[config.mk]
export PLATFORM = sky130hd
export DESIGN_NAME = fetch_stage
export DESIGN_NICKNAME = d
export VERILOG_FILES = /design/src/rtl/fetch_stage_pkg.sv /design/src/rtl/inst_skid_buf.sv /design/src/rtl/fetch_stage.sv
export SDC_FILE = /design/constraint.sdc
export NUM_CORES = 1
export LEC_CHECK = 0
export ABC_AREA = 1
export ABC_CLOCK_PERIOD_IN_PS = 1500
export BUFFER_PORTS_ARGS = -buffer_cell sky130_fd_sc_hd__clkbuf_2
export CORE_MARGIN = 5
export CORE_UTILIZATION = 40
export DETAILED_ROUTE_END_ITERATION = 7
export SLEW_MARGIN = 20
export SYNTH_ARGS = -nofsm -noshare
export SYNTH_HDL_FRONTEND = slang
export SYNTH_SLANG_ARGS = --single-unit
[constraint.sdc]
create_clock -name clk -period 1.5 [get_ports clk]
set_input_delay 0.075 -clock clk [delete_from_list [all_inputs] [get_ports clk]]
set_output_delay 0.075 -clock clk [all_outputs]
set_load 0.02 [all_outputs]
[src/rtl/fetch_stage_pkg.sv]
// Shared definitions for the instruction fetch stage: reset vector, FSM encoding, NOP word.
package fetch_stage_pkg;

    localparam logic [31:0] RESET_PC = 32'hBFC0_0000;
    localparam logic [31:0] NOP      = 32'h0000_0000;

    typedef enum logic [1:0] {
        S_REQ  = 2'd0,
        S_WAIT = 2'd1,
        S_ERR  = 2'd2
    } state_t;

endpackage

[src/rtl/inst_skid_buf.sv]
// One-entry holding slot for a returned instruction that arrives while the stage output is stalled.
module inst_skid_buf #(
    parameter int PC_W = 32
) (
    input  logic            clk,
    input  logic            rst_n,
    input  logic            load,
    input  logic            unload,
    input  logic            clear,
    input  logic [PC_W-1:0] load_pc,
    input  logic [31:0]     load_inst,
    output logic            valid,
    output logic [PC_W-1:0] pc,
    output logic [31:0]     inst
);

    always_ff @(posedge clk or negedge rst_n) begin
        if (!rst_n) begin
            valid <= 1'b0;
            pc    <= '0;
            inst  <= '0;
        end else if (clear) begin
            valid <= 1'b0;
        end else if (load) begin
            valid <= 1'b1;
            pc    <= load_pc;
            inst  <= load_inst;
        end else if (unload) begin
            valid <= 1'b0;
        end
    end

endmodule

[src/rtl/fetch_stage.sv]
// Instruction fetch stage: one outstanding memory request, registered IF/ID output with skid slot,
// branch redirect with late-response discard, and misaligned-PC address-error reporting.
module fetch_stage
    import fetch_stage_pkg::*;
#(
    parameter int              PC_W     = 32,
    parameter logic [PC_W-1:0] RESET_PC = PC_W'(fetch_stage_pkg::RESET_PC)
) (
    input  logic            clk,
    input  logic            rst_n,
    input  logic            stall_if_id,
    input  logic            flush,
    input  logic [PC_W-1:0] redirect_pc,
    output logic            inst_req,
    output logic [PC_W-1:0] inst_addr,
    input  logic            inst_addr_ok,
    input  logic            inst_data_ok,
    input  logic [31:0]     inst_rdata,
    output logic            if_valid,
    output logic [PC_W-1:0] if_pc,
    output logic [31:0]     if_inst,
    output logic            if_adel,
    output state_t          fsm_state
);

    // Handshakes: a request is accepted on a cycle with inst_req && inst_addr_ok; the stage output
    // is consumed on a cycle with if_valid && !stall_if_id and is held unchanged otherwise.
    state_t            state, state_nxt;
    logic [PC_W-1:0]   pc_reg, pc_nxt;
    logic              discard, discard_nxt;
    logic              err_done, err_done_nxt;
    logic              skid_valid;
    logic [PC_W-1:0]   skid_pc;
    logic [31:0]       skid_inst;
    logic              fire, accept, out_free, refill, to_out, to_skid, err_load;

    assign inst_req  = rst_n && (state == S_REQ) && !skid_valid && (pc_reg[1:0] == 2'b00);
    assign inst_addr = pc_reg;
    assign fsm_state = state;

    assign fire     = inst_req && inst_addr_ok;
    assign accept   = (state == S_WAIT) && inst_data_ok && !discard && !flush;
    assign out_free = !if_valid || !stall_if_id;
    assign refill   = out_free && skid_valid;
    assign to_out   = accept && out_free && !skid_valid;
    assign to_skid  = accept && !to_out;
    assign err_load = (state == S_ERR) && !err_done && out_free && !skid_valid;

    always_comb begin
        state_nxt    = state;
        pc_nxt       = pc_reg;
        discard_nxt  = discard;
        err_done_nxt = err_done;
        unique case (state)
            S_REQ: begin
                if (pc_reg[1:0] != 2'b00) state_nxt = S_ERR;
                else if (fire)            state_nxt = S_WAIT;
            end
            S_WAIT: begin
                if (inst_data_ok) begin
                    state_nxt   = S_REQ;
                    discard_nxt = 1'b0;
                    if (accept) pc_nxt = pc_reg + PC_W'(4);
                end
            end
            S_ERR: begin
                if (err_load) err_done_nxt = 1'b1;
            end
            default: state_nxt = S_REQ;
        endcase
        // A redirect leaves a request in flight whenever memory has taken it but not answered yet.
        if (flush) begin
            pc_nxt       = redirect_pc;
            err_done_nxt = 1'b0;
            if (fire || (state == S_WAIT && !inst_data_ok)) begin
                state_nxt   = S_WAIT;
                discard_nxt = 1'b1;
            end else begin
                state_nxt   = S_REQ;
                discard_nxt = 1'b0;
            end
        end
    end

    always_ff @(posedge clk or negedge rst_n) begin
        if (!rst_n) begin
            state    <= S_REQ;
            pc_reg   <= RESET_PC;
            discard  <= 1'b0;
            err_done <= 1'b0;
        end else begin
            state    <= state_nxt;
            pc_reg   <= pc_nxt;
            discard  <= discard_nxt;
            err_done <= err_done_nxt;
        end
    end

    // Skid contents always predate new return data, so they refill the output first.
    always_ff @(posedge clk or negedge rst_n) begin
        if (!rst_n) begin
            if_valid <= 1'b0;
            if_adel  <= 1'b0;
            if_pc    <= '0;
            if_inst  <= '0;
        end else if (flush) begin
            if_valid <= 1'b0;
        end else if (refill) begin
            if_valid <= 1'b1;
            if_adel  <= 1'b0;
            if_pc    <= skid_pc;
            if_inst  <= skid_inst;
        end else if (to_out) begin
            if_valid <= 1'b1;
            if_adel  <= 1'b0;
            if_pc    <= pc_reg;
            if_inst  <= inst_rdata;
        end else if (err_load) begin
            if_valid <= 1'b1;
            if_adel  <= 1'b1;
            if_pc    <= pc_reg;
            if_inst  <= NOP;
        end else if (if_valid && !stall_if_id) begin
            if_valid <= 1'b0;
        end
    end

    inst_skid_buf #(
        .PC_W (PC_W)
    ) u_skid (
        .clk       (clk),
        .rst_n     (rst_n),
        .load      (to_skid),
        .unload    (refill),
        .clear     (flush),
        .load_pc   (pc_reg),
        .load_inst (inst_rdata),
        .valid     (skid_valid),
        .pc        (skid_pc),
        .inst      (skid_inst)
    );

endmodule

==> reports/qor.csv, run 1 <==
metric,value,unit
worstPathMaxFanout,9,
peakVddDrop,0.917,mV
initial_core_util,40.5,%
cp-start-kind,flip-flop,
ant_nets,0,
clkSinkCount,167,
via_count,8273,
pwr-share-clk,34.5,%
min_period,1600,ps
r2r_slack,-100,ps
seqPwrFrac,41.9,%
clk_latency,430,ps
grt.total_usage,21.3,%
worstPathArrival,1920,ps
final_cell_mix,"342 x nand2_1, 168 x clkbuf_2, 146 x dfrtp_1",
port_buffers,170,
yosys_warnings,0,
combPwrFrac,23.6,%
yosysTopAreaCellShare,48.4,%
period_share,107,%
grt_pass1_wl,40.6,mm
clk_root_buffer_cell,clkbuf_16,
place_congestion,0.921,
rsz0062_at_grt,yes,
crit_path_start,fsm_state[0],
die_area,23400,um^2
drt_iter0_drc,640,
setup_viol_count_final,132,
ys_seq_area_share,51.3,%
die_y,153,um
netlist.top_cell.by_area,dfrtp_1,
worst_pin_slew,544,ps
core_area,20200,um^2
via_per_inst,5.04,
rr_startpoint,fsm_state[0],
syn_inst,1068,
synth-compound-area-share,9.09,%
slew_headroom,63.7,%
dieWidth,153,um
finalMaxSlewViolations,0,
ys_ff_latch,167,
finalNetCount,1428,
violations,negative setup slack,
synth_flop_cell,dfrtp_1,
r2r-end,if_inst[28],
layout_commonest_cell,nand2_1,
wl_per_cell,16.8,um
hpwl,16.7,mm
worstSetupPathType,reg2reg,
fmax,626,MHz
cap_violations,0,
p_total,13.0,mW
fin_skew,9.65,ps
syn-cell-area,8160,um^2
synthesis.nets,1139,
synthMuxAreaShare,0,%
postSynthAreaPerCell,7.64,um^2
synth_edf_count,0,
grt_max_degree,102,
drive_gt1_share,29.7,%
synth_xor_xnor_area_share,0.966,%
p_leak,6.18,nW
powerDensity,1100,nW/um^2
synthTopCellsByArea,"dfrtp_1 48%, nand2_1 17%, nand3_1 8.1%",
path_clk_slew,70,ps
routed_wl,27.5,mm
syn_to_final_growth,44.8,%
grt_pass1_vias,7573,
ioPinCount,171,
antenna_cells,0,
status,"finished, violations left",
holdWs,302,ps
pre_cts_ws,-57.8,ps
antenna_found_initial,0,
switching_power,4.29,mW
dp_cells,1515,
switching_share,32.9,%
required,1820,ps
drc,0,
cts_tree,yes,
cts_htree_levels,4,
r2r_cells,9,
ys_types,35,
p_int,8.75,mW
firstDrtPassIters,5,
cp-end-kind,flip-flop,
row_count,52,
async_flop_share,100,%
fin_cells,1640,
synth_top_family_by_area,simple AND/OR/NAND/NOR gates,
synthAdderAreaFrac,0.153,%
synth-simple-area-share,31.9,%
min_path_type,in2async,
overflow,0,
cts_made_buffers,17,
cts_buffer_depth,2,
fin_ws,-98.4,ps
hold_viol_final,0,
## stage by stage
step	util (%)	cell area (um^2)	setup TNS [ps]
finish	58.6	11800	-6290
global route	58.6	11800	-18090
floorplan	-	8230	-277
global placement	48.4	9750	-245
detailed placement	48.4	9750	-1240
CTS	55.1	11100	-2990
## area by class of cell
cell class,instances,area [um^2]
Tap cell,270,338
Timing Repair Buffer,325,2610
Fill cell,1838,8350
Inverter,71,277
Multi-Input combinational cell,774,3790
Sequential cell,167,4210
Clock inverter,15,166
Clock buffer,17,425
Timing Repair inverter,1,6.26
## critical path: stages (launching register included)
cell and delay (ps):
dfrtp_2 420, buf_6 120, nand3_4 100, nor2_8 60
o211ai_4 200, buf_12 160, nand2_8 110, clkbuf_16 200
nand2_1 60, nand2_1 50
## synthesized netlist by cell type (2+ instances only)
cell      instances
o211ai_1          6
nand2_1         371
nand2_2           3
inv_1            65
buf_2            28
buf_6             2
nor2_1          108
nand3_1         132
nand2_4           2
clkbuf_1         20
o21ai_0          48
nor2_2            3
a31oi_1           2
dfstp_2           9
buf_1             7
inv_2             5
nand4_1           2
o21ai_1          20
a21oi_1          48
a21oi_2           8
dfrtp_1         158
xor2_1            8
## worst max path at each step
stage / endpoint / slack (ps) / cells past startpoint
global route: if_inst[5] / -170 / 8
global placement: inst_addr[30] / -30 / 10
detailed placement: u_skid.pc[29] / -60 / 9
floorplan: u_skid.inst[22] / -30 / 10
CTS: if_inst[6] / -60 / 7
finish: if_inst[28] / -100 / 9
## cell families (layout without fill, tap and decap cells)
logic type,count (synthesis),in the layout
AND/OR/NAND/NOR,627,628
buffers and inverters,128,429
adder cells (fa/ha/maj),1,1
XOR/XNOR,9,9
AO/OA/AOI/OAI,136,136
flip-flops,167,167
## timing repair
action / in CTS / in global routing
endpoints found under the setup margin: 101 / 155
gates resized for setup: 24 / 102
hold buffers: 69 / 0
cloned: 1 / 16
pin swaps: 1 / 14
endpoints found under the hold margin: 259 / 0
buffers inserted: 0 / 7
## layer usage
metal | wire length, um | track usage [%] | up-vias
met3 | 1640 | 4.10 | 45
met1 | 12300 | 30.4 | 3912
met4 | 581 | 6.45 | 0
li1 | - | - | 4018
met2 | 13000 | 33.3 | 298
met5 | 0 | 0 | -
## power groups by stage
| stage | Combinational (mW) | Sequential [mW] | Clock [mW] |
|---|---|---|---|
| after global routing | 3.35 | 5.53 | 4.75 |
| after global placement | 2.67 | 5.52 | 0 |
| after detailed placement | 2.69 | 5.52 | 0 |
| final | 3.08 | 5.46 | 4.49 |
| after CTS | 2.86 | 5.45 | 4.56 |
| after floorplan | 0.929 | 6.04 | 0 |
No activity file was read; power rests on OpenSTA's default activity.
==> run 2, diff against run 1 <==
Settings changed: ABC_AREA 1 to not set, CORE_ASPECT_RATIO set to 1.4.
==> reports/qor.csv, run 2 <==
metric,value,unit,change
async_flop_share,100,%,unchanged
die_area,21800,um^2,-6.5%
yosys_warnings,0,,unchanged
p_int,9.20,mW,+5.1%
fin_skew,8.25,ps,-1.40 ps
cp-start-kind,flip-flop,,
cts_tree,yes,,
firstDrtPassIters,7,,+2
synth_most_common_cell,mux2_2,,
drt_iter0_drc,439,,-31%
fin_cells,1198,,-27%
clk_latency,420,ps,about the same
crit_path_cell_trace,nand4bb_4 > or4_4 > buf_6 > or4_4 > a31oi_4,,
place_congestion,0.824,,-10%
port_buffers,170,,unchanged
synth-simple-area-share,7.97,%,-24 points
cp_slowest_cell,or4_4,,
dieWidth,126,um,-17%
synth_edf_count,0,,unchanged
ys_types,41,,+17%
layout_commonest_cell,clkbuf_2,,
synthTopCellsByArea,"dfrtp_1 52%, mux2_2 24%, a22o_1 3.7%",,
yosysTopAreaCellShare,52.2,%,+3.7 points
ys_seq_area_share,55.3,%,+3.9 points
status,"finished, violations left",,
clk_root_buffer_cell,clkbuf_16,,
path_delay_family,simple AND/OR/NAND/NOR gates,,
worstPathMaxFanout,8,,-1
path_clk_slew,60,ps,about the same
synth_top_family_by_area,multiplexers,,
via_per_inst,5.35,,+6.0%
syn_inst,590,,-45%
cts_htree_levels,4,,unchanged
required,1840,ps,+20 ps
wl_per_cell,20.6,um,+22%
synthMuxAreaShare,24.0,%,+24 points
grt_pass1_wl,37.7,mm,-6.9%
slew_headroom,51.7,%,-12 points
fin_ws,-475,ps,-376 ps
violations,negative setup slack,,
hold_viol_final,0,,unchanged
pwr-share-clk,33.5,%,-1.0 points
syn_to_final_growth,59.3,%,
initial_core_util,40.7,%,+0.27 points
die_y,173,um,+13%
min_period,1970,ps,+376 ps
worstSetupPathType,reg2reg,,
clkSinkCount,167,,unchanged
drive_gt1_share,58.2,%,+28 points
final_cell_mix,"168 x clkbuf_2, 147 x dfrtp_1, 97 x mux2_4",,
overflow,0,,unchanged
rr_startpoint,fsm_state[1],,
hpwl,14.9,mm,-10%
grt.total_usage,21.8,%,+0.43 points
finalMaxSlewViolations,0,,unchanged
worstPathArrival,2320,ps,+400 ps
synth_commonest_cells,"160 x mux2_2, 158 x dfrtp_1, 32 x a22o_1",,
row_count,59,,+13%
grt_max_degree,59,,-42%
synth-compound-area-share,8.93,%,-0.16 points
synthesis.nets,661,,-42%
crit_path_start,fsm_state[1],,
drc,0,,unchanged
ioPinCount,171,,unchanged
combPwrFrac,24.6,%,+1.0 points
min_path_type,in2reg,,
finalNetCount,1013,,-29%
p_leak,5.75,nW,-7.0%
routed_wl,24.6,mm,-11%
antenna_cells,0,,unchanged
fmax,506,MHz,-19%
switching_power,3.70,mW,-14%
cp_common_cell,or4_4,,
min_from,redirect_pc[25],,
final_core_util,64.9,%,+6.3 points
antenna_found_initial,0,,unchanged
cap_violations,0,,unchanged
seqPwrFrac,41.9,%,about the same
postSynthAreaPerCell,12.8,um^2,+68%
grt_pass1_vias,7084,,-6.5%
tns,-64200,ps,-57910 ps
switching_share,28.7,%,-4.2 points
synthAdderAreaFrac,0.165,%,+0.012 points
ant_nets,0,,unchanged
rsz0062_at_grt,yes,,
core_area,18600,um^2,-7.8%
cp.buffers_inverters,1,,-2
worst_pin_slew,724,ps,+180 ps
synth_flop_cell,dfrtp_1,,
synth_xor_xnor_area_share,1.16,%,+0.19 points
dp_cells,1058,,-30%
cts_buffer_depth,2,,unchanged
via_count,6405,,-23%
peakVddDrop,0.627,mV,-32%
holdWs,20.0,ps,-282 ps
powerDensity,1070,nW/um^2,-3.1%
cp-end-kind,flip-flop,,
ys_ff_latch,167,,unchanged
setup_viol_count_final,164,,+24%
syn-cell-area,7580,um^2,-7.1%
cts_made_buffers,17,,unchanged
period_share,132,%,+25 points
netlist.top_cell.by_area,dfrtp_1,,
cpPeakStageDelay,550,ps,+130 ps
==> run 2: cell count changes after synthesis, moves of 46 or more <==
cell	delta
inv_1	-61
mux2_2	+160
nand2_1	-343
nor2_1	-85
nand3_1	-120
a21oi_1	-46
==> run 2: final timing paths <==
kind                            depth (start not counted)  slack [ps]              to
worst max-delay path                                    5        -470   inst_addr[25]
worst min-delay path                                    3          20   inst_addr[25]
worst max register to register                          5        -470   inst_addr[25]
worst min register to register                          1         500     if_inst[31]
max in group asynchronous                               3         600   u_skid.pc[23]
min in group asynchronous                               3         230  u_skid.inst[8]
==> run 2: repair_timing <==
item	4_1_cts	5_1_grt
endpoints found under the hold margin	225	0
resized for setup	139	73
cloned	10	6
setup buffers	24	11
hold buffers	66	0
pin swaps	29	17
endpoints found under the setup margin	161	165
==> run 2: logic make-up (layout without fill, tap and decap cells) <==
logic type               after synthesis  after routing
AO/OA/AOI/OAI                         94             94
XOR/XNOR                              10             10
adder cells (fa/ha/maj)                1              1
buffers and inverters                 44            407
flip-flops                           167            167
multiplexers                         162            162
AND/OR/NAND/NOR                      112            113
==> run 2: through the flow <==
step | power (mW) | worst slack (ps) | instance area, um^2
global placement | 7.94 | -510 | 9480
finish | 12.9 | -475 | 12100
CTS | 12.7 | -495 | 11700
global route | 13.4 | -579 | 12100
floorplan | 6.83 | -574 | 7670
detailed placement | 8.04 | -542 | 9480
==> run 2: routing by layer <==
metal,track usage [%],routed length [um]
met5,0,0
met2,40.0,13400
met3,4.69,1150
met1,24.4,9450
met4,7.96,671
==> run 2: power by group through the flow <==
| stage | sequential [mW] | clock [mW] | combinational [mW] |
|---|---|---|---|
| after floorplan | 6.04 | 0 | 0.785 |
| after global placement | 5.42 | 0 | 2.53 |
| after detailed placement | 5.46 | 0 | 2.58 |
| after CTS | 5.38 | 4.40 | 2.94 |
| after global routing | 5.47 | 4.60 | 3.38 |
| final | 5.41 | 4.32 | 3.17 |
==> run 2: worst min-delay path, stage by stage <==
cell	delay [ps]
clkbuf_2	100
nor2_1	70
a31oi_4	140
==> run 2: cell type report <==
type	instances	area, um^2
clock buffer	26	529
clock inverter	5	61.3
fill	1438	6530
inverter	5	18.8
multi-input combinational	380	3880
sequential	167	4200
tap	244	305
timing repair buffer	371	3080
